<file path="config.mk">
export PLATFORM = sky130hd
export DESIGN_NAME = spm_arbiter
export DESIGN_NICKNAME = d
export VERILOG_FILES = /design/src/rtl/spm_arbiter_pkg.sv /design/src/rtl/spm_arbiter.sv
export SDC_FILE = /design/constraint.sdc
export NUM_CORES = 1
export LEC_CHECK = 0
export ABC_AREA = 1
export CAP_MARGIN = 20
export CORE_AREA = 2 2 94 96
export DETAILED_ROUTE_END_ITERATION = 8
export DIE_AREA = 0 0 96 98
export PLACE_DENSITY_LB_ADDON = 0.15
export SLEW_MARGIN = 25
export SYNTH_ARGS = -nofsm -noshare
export SYNTH_HDL_FRONTEND = slang
export SYNTH_SLANG_ARGS = --single-unit
export TNS_END_PERCENT = 30
</file>
<file path="constraint.sdc">
create_clock -name clk -period 1.6 [get_ports clk]
set_input_delay 0.32 -clock clk [delete_from_list [all_inputs] [get_ports clk]]
set_output_delay 0.32 -clock clk [all_outputs]
set_load 0.01 [all_outputs]
</file>
<file path="src/rtl/spm_arbiter_pkg.sv">
// spm_arbiter_pkg: shared strobe/direction encodings, owner states and starvation defaults for the SPM port-B arbiter
package spm_arbiter_pkg;

    localparam logic READ     = 1'b1;
    localparam logic WRITE    = 1'b0;
    localparam logic ENABLE_  = 1'b0;
    localparam logic DISABLE_ = 1'b1;

    localparam int STARVE_LIMIT_DEF = 7;

    typedef enum logic [1:0] {
        OWN_IDLE = 2'd0,
        OWN_MEM  = 2'd1,
        OWN_DMA  = 2'd2
    } owner_t;

    // Saturating count of consecutive cycles DMA waited; any cycle it is not waiting clears it.
    function automatic logic [3:0] starve_next(input logic [3:0] cnt, input logic waiting, input logic [3:0] limit);
        return !waiting ? 4'd0 : (cnt == limit ? limit : cnt + 4'd1);
    endfunction

endpackage

</file>
<file path="src/rtl/spm_arbiter.sv">
// spm_arbiter: fixed MEM-priority arbiter with DMA anti-starvation in front of SPM port B, one access per cycle
module spm_arbiter
    import spm_arbiter_pkg::*;
#(
    parameter int STARVE_LIMIT = STARVE_LIMIT_DEF
) (
    input  logic        clk,
    input  logic        reset_,
    input  logic        mem_req,
    input  logic        mem_rw,
    input  logic [11:0] mem_addr,
    input  logic [31:0] mem_wr_data,
    output logic        mem_gnt,
    output logic        mem_ack,
    output logic [31:0] mem_rd_data,
    input  logic        dma_req,
    input  logic        dma_rw,
    input  logic [11:0] dma_addr,
    input  logic [31:0] dma_wr_data,
    output logic        dma_gnt,
    output logic        dma_ack,
    output logic [31:0] dma_rd_data,
    output logic [11:0] spm_addr,
    output logic        spm_as_,
    output logic        spm_rw,
    output logic [31:0] spm_wr_data,
    input  logic [31:0] spm_rd_data
);

    localparam logic [3:0] LIMIT = 4'(STARVE_LIMIT);

    owner_t     owner;
    logic [3:0] starve_cnt;
    logic       starved;

    always_comb begin
        starved     = starve_cnt == LIMIT;
        mem_gnt     = reset_ && mem_req && !(dma_req && starved);
        dma_gnt     = reset_ && dma_req && (!mem_req || starved);
        spm_as_     = (mem_gnt || dma_gnt) ? ENABLE_ : DISABLE_;
        spm_rw      = mem_gnt ? mem_rw : dma_gnt ? dma_rw : READ;
        spm_addr    = mem_gnt ? mem_addr : dma_gnt ? dma_addr : 12'd0;
        spm_wr_data = mem_gnt ? mem_wr_data : dma_gnt ? dma_wr_data : 32'd0;
        // Gating with reset_ kills the ack of an access issued just before reset asserts.
        mem_ack     = reset_ && owner == OWN_MEM;
        dma_ack     = reset_ && owner == OWN_DMA;
        mem_rd_data = spm_rd_data;
        dma_rd_data = spm_rd_data;
    end

    always_ff @(posedge clk) begin
        if (!reset_) begin
            owner      <= OWN_IDLE;
            starve_cnt <= 4'd0;
        end else begin
            owner      <= mem_gnt ? OWN_MEM : dma_gnt ? OWN_DMA : OWN_IDLE;
            starve_cnt <= starve_next(starve_cnt, dma_req && !dma_gnt, LIMIT);
        end
    end

endmodule

</file>
Word-level counts from Yosys, hierarchy flattened
Index checks and enable logic that the tools add are counted.

cells by class
  add/subtract/negate cells = 1
  equality and inequality tests = 3
  muxes and demuxes = 10
  bitwise operators = 2
  reduce and logical (&&, ||, !) cells = 16

operator list
  kind                                                                    number
  32-bit two-way mux                                                      2
  12-bit two-way mux                                                      2
  1-bit logical AND                                                       8
  4-bit by 1-bit adder with 4-bit output (second input constant)          1
  4-bit by 3-bit equality test with 1-bit output (second input constant)  1
  1-bit two-way mux                                                       4
  1-bit logical NOT                                                       3
  3-bit two-way mux                                                       1
  3-bit OR reduction                                                      1
  2-bit by 1-bit equality test with 1-bit output (second input constant)  1
  2-bit equality test (second input constant)                             1
  1-bit logical OR                                                        2
  2-bit two-way mux                                                       1
  1-bit inverter                                                          2
  2-bit AND reduction                                                     1
  2-bit OR reduction                                                      1

storage, ports and cells
  flip-flop bits (word level) = 6
  input bits = 126
  output and inout bits = 114
  word-level logic and storage cells = 36

Longest topological paths before layout
Gate-level depths: netlist of run 1.

  depth in word-level cells = 7
  gate-level depth with buffers = 6

Least setup slack after synthesis of run 1
Ideal clock, no wire load.

  path type = register -> output
  start = reg starve_cnt[0]
  end = out spm_addr[3]
  arrival = 1.120 ns
  required time = 1.280 ns
  slack = 0.160 ns
  cell stages (with the launch flop) = 7
  buffers on the path = 1
  path through = dfxtp_1 -> ha_1 -> nand3_2 -> nand2_4 -> buf_6 -> nand3_1 -> o21ai_0

between the ends
  longest elaborated chain between the ends = 5

ends and longest elaborated chain
  what                                                     RTL line                              source
  start: declaration                                       spm_arbiter.sv:33                     logic [3:0] starve_cnt;
  start signal: assignment                                 spm_arbiter.sv:57                     starve_cnt <= starve_next(starve_cnt, dma_req && !dma_gnt, LIMIT);
  4-bit by 3-bit equality test with 1-bit output (*)       spm_arbiter.sv:37                     starved = starve_cnt == LIMIT;
  1-bit logical OR or 1-bit logical AND (tied branches)    spm_arbiter.sv:39, spm_arbiter.sv:38
  1-bit logical AND or 1-bit logical NOT (tied branches)   spm_arbiter.sv:39, spm_arbiter.sv:38
  12-bit two-way mux or 1-bit logical AND (tied branches)  spm_arbiter.sv:42, spm_arbiter.sv:38
  12-bit two-way mux (*)                                   spm_arbiter.sv:42                     spm_addr = mem_gnt ? mem_addr : dma_gnt ? dma_addr : 12'd0;
  end: declaration                                         spm_arbiter.sv:23                     output logic [11:0] spm_addr,

Every way passes the cells marked *; elsewhere a longest branch is shown, timed or not.

Worst setup path after layout of run 1
  start = reg starve_cnt[0]
  end = out spm_wr_data[29]

between the ends
  longest elaborated chain between the ends = 5

ends and longest elaborated chain
  what                                                     RTL line                              source
  4-bit by 3-bit equality test with 1-bit output (*)       spm_arbiter.sv:37
  1-bit logical OR or 1-bit logical AND (tied branches)    spm_arbiter.sv:39, spm_arbiter.sv:38
  1-bit logical AND or 1-bit logical NOT (tied branches)   spm_arbiter.sv:39, spm_arbiter.sv:38
  32-bit two-way mux or 1-bit logical AND (tied branches)  spm_arbiter.sv:43, spm_arbiter.sv:38
  32-bit two-way mux (*)                                   spm_arbiter.sv:43                     spm_wr_data = mem_gnt ? mem_wr_data : dma_gnt ? dma_wr_data : 32'd0;
  end: declaration                                         spm_arbiter.sv:26                     output logic [31:0] spm_wr_data,

Marks and branches as above.

==> flow_metrics.env, run 1 <==
export IMPL_slew_headroom_pct=87.5
export IMPL_status="complete, but fails checks"
export IMPL_viasPerCell=4.10
export IMPL_crit_slowest_cell="dfxtp_2"
export IMPL_grt_use_total_pct=12.5
export IMPL_leakagePower_uw=0.00152
export IMPL_synthArstFlopShare_pct=0
export IMPL_slowest_delay_ns=0.33
export IMPL_routed_wirelength_mm=6.45
export IMPL_initialDrtViolationCount=27
export IMPL_synth_most_common_cell="buf_4"
export IMPL_cts_clk_slew_worst_paths_ns=0.04
export IMPL_hpwl_mm=4.41
export IMPL_worst_pin_slew_ns=0.187
export IMPL_synth_cell_types=18
export IMPL_final_core_util_pct=38.2
export IMPL_grt_max_degree=22
export IMPL_htree_levels=1
export IMPL_max_freq_mhz=521
export IMPL_syn_inst=249
export IMPL_fin_total_pwr_uw=1100
export IMPL_crit_top_cell="buf_6"
export IMPL_nets=485
export IMPL_cts_sinks=6
export IMPL_drv_slew=0
export IMPL_max_cap_violations=0
export IMPL_critPathKind="flop to primary output"
export IMPL_antenna_found_initial=0
export IMPL_hold_violations=0
export IMPL_synth_warnings=0
export IMPL_cts_buffers=3
export IMPL_cts_tree="built"
export IMPL_cp_start_kind="flop"
export IMPL_period_share_pct=120
export IMPL_synth_largest_area_cell="buf_4"
export IMPL_fp_row_count=34
export IMPL_holdBufCountCts=0
export IMPL_die_w_um=96
export IMPL_worstSetupEndpointType="primary output"
export IMPL_area_growth_synth_to_final_pct=95.2
export IMPL_layout_drive_gt1_share_pct=50.6
export IMPL_arrival_ns=1.60
export IMPL_insertion_delay_ns=0.22
export IMPL_critical_path_top_delay_family="buffers and inverters"
export IMPL_ys_flop_type="dfxtp_1"
export IMPL_period_needed_ns=1.92
export IMPL_critPathBufInv=5
export IMPL_setup_violations=47
export IMPL_coreArea_um2=8470
export IMPL_fin_ws_ns=-0.319
export IMPL_die_area_um2=9410
export IMPL_grt_pass1_wl_mm=9.37
export IMPL_numPortBuffers=143
export IMPL_ir_worst_vdd_uv=199
export IMPL_gp_congestion=0.723
export IMPL_drc_errors=0
export IMPL_synth_net_count=376
export IMPL_synth_edf_count=0
export IMPL_dr_pass1_iters=2
export IMPL_cts_root_buf="clkbuf_8"
export IMPL_cp_required_ns=1.28
export IMPL_ys_seq_area_share_pct=7.26
export IMPL_rsz0062_at_grt="yes"
export IMPL_syn_area_per_cell_um2=6.65
export IMPL_die_y_um=98
export IMPL_clk_path_buf_depth=2
export IMPL_skew_ns=0.00490
export IMPL_grt_pass1_vias=1981
export IMPL_hp_class="flop to flop"
export IMPL_wl_per_cell_um=13.9
export IMPL_io_pin_count=240
export IMPL_start_util_pct=19.6
export IMPL_synth_top_area_share_pct=30.4
export IMPL_power_density_nw_per_um2=340
export IMPL_routed_via_count=1904
export IMPL_path_max_fanout=5
export IMPL_ys_ff_latch=6
export IMPL_synthTopCellsByCount="buf_4 (67), inv_1 (52), nand3_1 (48)"
export IMPL_cp_cell_sequence="ha_4 -> nand4_1 -> buf_6 -> nand2_8 -> buf_6 -> buf_6 -> buf_6 -> o21ai_2 -> buf_2"
export IMPL_overflow=0
export IMPL_final_antenna_net_count=0
export IMPL_violations="setup timing"
export IMPL_diodes=0
export IMPL_synth_area_um2=1660
export IMPL_ys_top_cells_by_area="buf_4 (30%), o21ai_2 (20%), nand3_1 (15%), inv_1 (12%), dfxtp_1 (7.3%)"
metrics by stage:
step	hold slack [ns]	worst slack, ns	std cells	area (um^2)	setup TNS [ns]
after CTS	0.524	-0.343	460	2970	-11.35
after global routing	0.555	-0.388	464	3230	-15.00
after global placement	0.504	-0.731	441	2840	-33.91
after floorplan	0.415	0.160	249	1660	0
final	0.533	-0.319	464	3230	-11.59
after detailed placement	0.516	-0.747	441	2840	-34.78
area by class of cell:
cell class                 instances  area, um^2
multi-input combinational        113         981
fill                             895        5240
sequential                         6         123
tap                              108         135
clock buffer                       3        41.3
inverter                          53         200
timing repair buffer             181        1750
registers in the layout, summed over array words and instances (netlist names):
signal,flops
owner,2
starve_cnt,4
worst register-to-register path, cell delays in order, from the launching register on:
cell and delay (ns):
dfxtp_2 0.35, ha_4 0.15, buf_4 0.11, nand3_4 0.10, buf_4 0.16, buf_6 0.11
nand3_1 0.14, nor2_1 0.07
placed cells by master, fill, tap and decap left out, drive strengths merged:
cell type	instances
a21oi	2
buf	82
bufbuf	1
clkbuf	6
clkdlybuf4s50	90
clkinv	1
dfxtp	6
dlygate4sd2	5
ha	1
inv	52
nand2	7
nand3	49
nand4	1
nor2	7
o21ai	44
xnor2	1
xor2	1
per-layer routing:
| layer | track usage (%) | part of all wire [%] |
|---|---|---|
| met1 | 12.9 | 36 |
| met2 | 23.9 | 52 |
| met3 | 3.24 | 9.9 |
| met4 | 3.85 | 2.0 |
| met5 | 0 | 0 |
worst paths after layout:
path | slack, ns | startpoint | depth (start not counted) | end
setup / recovery | -0.32 | starve_cnt[0] | 9 | spm_wr_data[29]
hold / removal | 0.53 | starve_cnt[3] | 2 | starve_cnt[3]
setup reg to reg | 0.30 | starve_cnt[0] | 7 | starve_cnt[3]
hold reg to reg | 0.53 | starve_cnt[3] | 2 | starve_cnt[3]
power by group:
group          internal, uW  switching, uW
Combinational           426            287
Clock                   162           66.4
Sequential              154           2.83
cells by family after synthesis:
| group | synth area share (%) |
|---|---|
| and+or+nand+nor | 19.6 |
| adders and majority gates | 0.756 |
| DFF | 7.26 |
| AOI/OAI and AO/OA | 22.5 |
| xor gates and xnor gates | 1.06 |
| buffers and inverters | 48.8 |
repair_timing:
item                       CTS  global route
gates cloned                 5             3
buffers inserted            12             3
gates resized for setup    232            41
setup endpoints to repair   50            48
pin swaps                    6             6
(Power assumes the default switching activity.)
==> inputs of run 2 (changes only) <==
--- a/config.mk
+++ b/config.mk
@@ -11,8 +11,7 @@
 export DETAILED_ROUTE_END_ITERATION = 8
 export DIE_AREA = 0 0 96 98
 export PLACE_DENSITY_LB_ADDON = 0.15
-export SLEW_MARGIN = 25
+export SLEW_MARGIN = 20
 export SYNTH_ARGS = -nofsm -noshare
 export SYNTH_HDL_FRONTEND = slang
 export SYNTH_SLANG_ARGS = --single-unit
-export TNS_END_PERCENT = 30
==> run 2 against run 1 <==
- the run still ends with setup timing left
- wire length rose by 1.8%
- final area rose by 1.9%
- clock power barely moved
- first-iteration DRC count fell by 15%
- register-to-register slack got worse by 0.05 ns
- sequential cell count did not move
- count of clock-buffer cells in the layout did not move
- sequential share of layout area fell by 0.072 points
- worst setup slack improved by 0.0085 ns
==> flow_metrics.env, run 2 (synthesis gave the netlist of run 1 again) <==
export IMPL_status="complete, but fails checks"
export IMPL_violations="setup timing"
export IMPL_hpwl_mm=4.41
export IMPL_skew_ns=0.00442
export IMPL_cts_buffers=3
export IMPL_switchingPower_uw=365
export IMPL_largest_register_ffs=4
export IMPL_fin_total_pwr_uw=1120
export IMPL_ir_worst_vdd_uv=192
export IMPL_start_util_pct=19.6
export IMPL_cts_root_buf="clkbuf_8"
export IMPL_leakagePower_uw=0.00153
export IMPL_regArea_um2=123
export IMPL_coreArea_um2=8470
export IMPL_viasPerCell=4.10
export IMPL_p_clk_share_pct=20.5
export IMPL_die_area_um2=9410
export IMPL_rsz0062_at_grt="yes"
export IMPL_htree_levels=1
export IMPL_period_needed_ns=1.91
export IMPL_clk_path_buf_depth=2
export IMPL_dr_pass1_iters=4
export IMPL_insertion_delay_ns=0.22
export IMPL_drc_errors=0
export IMPL_multi_input_area_um2=1020
export IMPL_cp_required_ns=1.28
export IMPL_final_core_util_pct=38.9
export IMPL_largestRegisters="starve_cnt x4, owner x2"
export IMPL_max_freq_mhz=524
export IMPL_initialDrtViolationCount=23
export IMPL_numPortBuffers=143
export IMPL_io_pin_count=240
export IMPL_cts_sinks=6
export IMPL_nets=486
export IMPL_cts_clk_slew_worst_paths_ns=0.04
export IMPL_p_sw_share_pct=32.7
export IMPL_layout_commonest_cell="clkdlybuf4s50_1"
export IMPL_antenna_found_initial=0
export IMPL_gp_congestion=0.723
export IMPL_power_density_nw_per_um2=339
export IMPL_final_antenna_net_count=0
export IMPL_drv_slew=0
export IMPL_final_cell_mix="clkdlybuf4s50_1 (90), inv_1 (50), buf_2 (46)"
export IMPL_pwr_share_comb_pct=65.5
export IMPL_diodes=0
export IMPL_area_growth_synth_to_final_pct=98.9
export IMPL_critPathKind="flop to primary output"
export IMPL_period_share_pct=119
export IMPL_setup_tns_ns=-11.21
export IMPL_p_seq_share_pct=14.1
export IMPL_worstSetupEndpointType="primary output"
export IMPL_cp_start_kind="flop"
export IMPL_hold_violations=0
export IMPL_fp_row_count=34
export IMPL_hp_class="flop to flop"
export IMPL_die_w_um=96
export IMPL_grt_use_total_pct=12.5
export IMPL_grt_pass1_vias=1965
export IMPL_worst_pin_slew_ns=0.188
export IMPL_fin_ws_ns=-0.310
export IMPL_setup_violations=47
export IMPL_fillers=889
export IMPL_grt_max_degree=22
export IMPL_arrival_ns=1.59
export IMPL_grt_pass1_wl_mm=9.38
export IMPL_wl_per_cell_um=14.1
export IMPL_die_y_um=98
export IMPL_routed_via_count=1905
export IMPL_routed_wirelength_mm=6.56
export IMPL_cts_tree="built"
export IMPL_layout_drive_gt1_share_pct=51.8
export IMPL_overflow=0
export IMPL_p_int_uw=751
export IMPL_max_cap_violations=0
export IMPL_path_max_fanout=5
export IMPL_regMostFlops="starve_cnt"
export IMPL_slew_headroom_pct=87.5
## run 2: changes by cell type in the layout (fill, tap and decap cells not counted), sizes merged
cell / change
clkdlybuf4s15: +1
buf: +1
dlygate4sd2: -1
## run 2: power by group through the flow
stage          logic, uW  clock network, uW  registers [uW]
3_5_place_dp         656                  0             158
6_report             731                229             157
4_1_cts              687                236             157
3_3_place_gp         655                  0             158
5_1_grt              791                242             157
2_1_floorplan        391                  0             158
## run 2: worst paths after layout
kind,slack [ns],cells after the start,end,from
setup / recovery,-0.31,9,spm_addr[0],starve_cnt[0]
hold / removal,0.53,2,starve_cnt[0],starve_cnt[0]
setup reg to reg,0.25,9,owner[0],starve_cnt[0]
hold reg to reg,0.53,2,starve_cnt[0],starve_cnt[0]
## run 2: metal layers
layer	vias to the layer above	part of all wire (%)	GRT usage [%]
met5	-	0	0
met4	0	1.9	3.85
met3	19	9.4	3.24
met2	86	52	23.8
met1	862	36	13.1
li1	938	-	-
## run 2: through the flow
stage | instances | setup WS (ns) | cell area, um^2 | hold slack, ns
final | 465 | -0.310 | 3290 | 0.533
after global routing | 465 | -0.387 | 3290 | 0.555
after CTS | 462 | -0.343 | 3010 | 0.524
after detailed placement | 441 | -0.747 | 2840 | 0.516
after global placement | 441 | -0.731 | 2840 | 0.504
after floorplan | 249 | 0.160 | 1660 | 0.415
## run 2: critical path: stages (launching register included)
cell	delay, ns
dfxtp_2	0.33
ha_4	0.16
nand4_1	0.11
buf_6	0.13
nand2_8	0.06
buf_6	0.12
buf_6	0.11
buf_6	0.11
o21ai_2	0.10
buf_2	0.14
## run 2: what timing repair did
item,4_1_cts,5_1_grt
buffers inserted,14,3
hold buffers,0,0
gates cloned,6,3
resized for setup,233,50
pin swaps,6,10
endpoints found under the setup margin,50,48
## run 2: cell type report
cell class                      instances  share of cell area [%]
Tap cell                              108                    4.10
Sequential cell                         6                    3.72
Multi-Input combinational cell        113                    31.1
Inverter                               53                    6.08
Clock buffer                            3                    1.25
Timing Repair Buffer                  182                    53.8
==> inputs of run 3 (changes only) <==
--- a/config.mk
+++ b/config.mk
@@ -10,6 +10,7 @@
 export CORE_AREA = 2 2 94 96
 export DETAILED_ROUTE_END_ITERATION = 8
 export DIE_AREA = 0 0 96 98
+export GPL_TIMING_DRIVEN = 0
 export PLACE_DENSITY_LB_ADDON = 0.15
 export SLEW_MARGIN = 20
 export SYNTH_ARGS = -nofsm -noshare
==> run 3 against run 2 <==
- the flow still finishes with violations (setup timing)
- worst setup slack better by 0.043 ns
- final cell count increased by 27%
- clock skew decreased by 0.0024 ns
- via count up 22%
- total power up 23%
- largest cell class unchanged
==> flow_metrics.env, run 3 (synthesis gave the netlist of run 1 again) <==
export IMPL_violations="setup timing"
export IMPL_cts_tree="built"
export IMPL_fin_ws_ns=-0.267
export IMPL_crit_top_cell="buf_12"
export IMPL_layout_commonest_cell="clkdlybuf4s50_1"
export IMPL_hold_start="reset_"
export IMPL_rsz0062_at_grt="yes"
export IMPL_dr_pass1_iters=4
export IMPL_reg2reg_depth=7
export IMPL_setup_tns_ns=-10.62
export IMPL_hpwl_mm=5.74
export IMPL_largestRegisters="starve_cnt x4, owner x2"
export IMPL_r2r_start="starve_cnt[0]"
export IMPL_holdWs_ns=0.402
export IMPL_worstSetupEndpointType="primary output"
export IMPL_timing_rr_end="owner[0]"
export IMPL_grt_pass1_wl_mm=10.4
export IMPL_gp_congestion=0.739
export IMPL_cp_required_ns=1.28
export IMPL_grt_use_total_pct=13.5
export IMPL_cts_clk_slew_worst_paths_ns=0.04
export IMPL_max_cap_violations=0
export IMPL_switchingPower_uw=419
export IMPL_hp_class="input pin to flop"
export IMPL_grt_max_degree=11
export IMPL_critical_path_top_delay_family="buffers and inverters"
export IMPL_critPathBufInv=3
export IMPL_initialDrtViolationCount=23
export IMPL_p_sw_share_pct=30.6
export IMPL_ir_worst_vdd_uv=271
export IMPL_skew_ns=0.00204
export IMPL_layout_drive_gt1_share_pct=44.8
export IMPL_cp_start_kind="flop"
export IMPL_diodes=0
export IMPL_die_y_um=98
export IMPL_hold_violations=0
export IMPL_drc_errors=0
export IMPL_period_needed_ns=1.87
export IMPL_regToRegSetupSlack_ns=0.28
export IMPL_final_cell_mix="clkdlybuf4s50_1 (154), buf_4 (75), inv_1 (51)"
export IMPL_multi_input_area_um2=837
export IMPL_status="complete, but fails checks"
export IMPL_drv_slew=0
export IMPL_setup_violations=46
export IMPL_regMostFlops="starve_cnt"
export IMPL_regArea_um2=125
export IMPL_holdBufCountCts=0
export IMPL_hold_end="owner[1]"
export IMPL_slew_headroom_pct=84.9
export IMPL_critPathKind="flop to primary output"
export IMPL_final_antenna_net_count=0
export IMPL_p_seq_share_pct=11.4
export IMPL_start_util_pct=19.6
export IMPL_pwr_share_comb_pct=72.1
export IMPL_routed_wirelength_mm=6.99
export IMPL_min_path_cells=3
export IMPL_path_max_fanout=10
export IMPL_fp_row_count=34
export IMPL_period_share_pct=117
export IMPL_routed_via_count=2328
export IMPL_htree_levels=1
export IMPL_cts_buffers=3
export IMPL_io_pin_count=240
export IMPL_m1WireLength_mm=2.53
export IMPL_leakagePower_uw=0.00200
export IMPL_coreArea_um2=8470
export IMPL_cts_root_buf="clkbuf_8"
export IMPL_final_core_util_pct=48.6
export IMPL_max_freq_mhz=536
export IMPL_slowest_delay_ns=0.35
export IMPL_crit_slowest_cell="dfxtp_4"
export IMPL_area_growth_synth_to_final_pct=148
export IMPL_fillers=857
export IMPL_p_int_uw=953
export IMPL_worst_pin_slew_ns=0.226
export IMPL_routed_wl_met2_mm=3.65
export IMPL_die_w_um=96
export IMPL_die_area_um2=9410
export IMPL_grt_pass1_vias=2277
export IMPL_clk_path_buf_depth=2
export IMPL_viasPerCell=3.95
export IMPL_p_clk_share_pct=16.5
export IMPL_arrival_ns=1.55
export IMPL_dp_slack_ns=-0.853
export IMPL_numPortBuffers=207
export IMPL_wl_per_cell_um=11.9
export IMPL_cts_sinks=6
export IMPL_highest_layer="met4"
export IMPL_cp_cell_sequence="ha_4 -> nand4_1 -> nand2_4 -> buf_12 -> buf_12 -> o21ai_2 -> buf_2"
export IMPL_antenna_found_initial=0
export IMPL_overflow=0
export IMPL_nets=611
export IMPL_wl_met3_um=799
export IMPL_insertion_delay_ns=0.22
export IMPL_power_density_nw_per_um2=334
export IMPL_largest_register_ffs=4
-- run 3: how the worst max path moves through the flow --
stage / end / slack (ns) / from / cells past startpoint
after floorplan: spm_addr[3] / 0.16 / starve_cnt[0] / 6
final: spm_wr_data[19] / -0.27 / starve_cnt[0] / 7
after global routing: spm_wr_data[5] / -0.32 / starve_cnt[0] / 7
after global placement: spm_wr_data[22] / -0.86 / reset_ / 8
after CTS: spm_addr[8] / -0.36 / starve_cnt[0] / 8
after detailed placement: spm_wr_data[24] / -0.85 / reset_ / 8
-- run 3: per-stage QoR --
| step | std cells | cell area, um^2 | power [uW] |
|---|---|---|---|
| floorplan | 249 | 1660 | 549 |
| global placement | 564 | 3860 | 1120 |
| detailed placement | 564 | 3860 | 1120 |
| CTS | 585 | 3950 | 1350 |
| global route | 590 | 4110 | 1460 |
| finish | 590 | 4110 | 1370 |
-- run 3: layout make-up --
| type | instances | share of cell area, % |
|---|---|---|
| multi-input cells | 113 | 20.4 |
| well taps | 108 | 3.29 |
| clock buffers | 3 | 1.00 |
| inverters | 53 | 4.84 |
| repair buffers | 232 | 51.8 |
| plain buffers | 75 | 15.6 |
| flip-flops and latches | 6 | 3.04 |
-- run 3: worst min-delay path, stage by stage --
cell and delay, ns:
clkbuf_2 0.12, nand2_2 0.09, a21oi_1 0.04
-- run 3: power by group through the flow --
stage	Combinational [uW]	Sequential, uW	Clock [uW]
floorplan	391	158	0
finish	989	156	227
detailed placement	964	159	0
CTS	960	157	230
global route	1070	156	241
global placement	958	158	0
-- run 3: metal layers --
layer | GRT usage (%) | up-vias
li1 | - | 1187
met1 | 14.2 | 1009
met2 | 26.4 | 128
met3 | 3.47 | 4
met4 | 1.98 | 0
met5 | 0 | -
-- run 3: what timing repair did --
item	CTS	global route
pin swaps	6	9
endpoints found under the setup margin	50	48
setup buffers	19	6
gates resized for setup	221	44
gates cloned	2	2
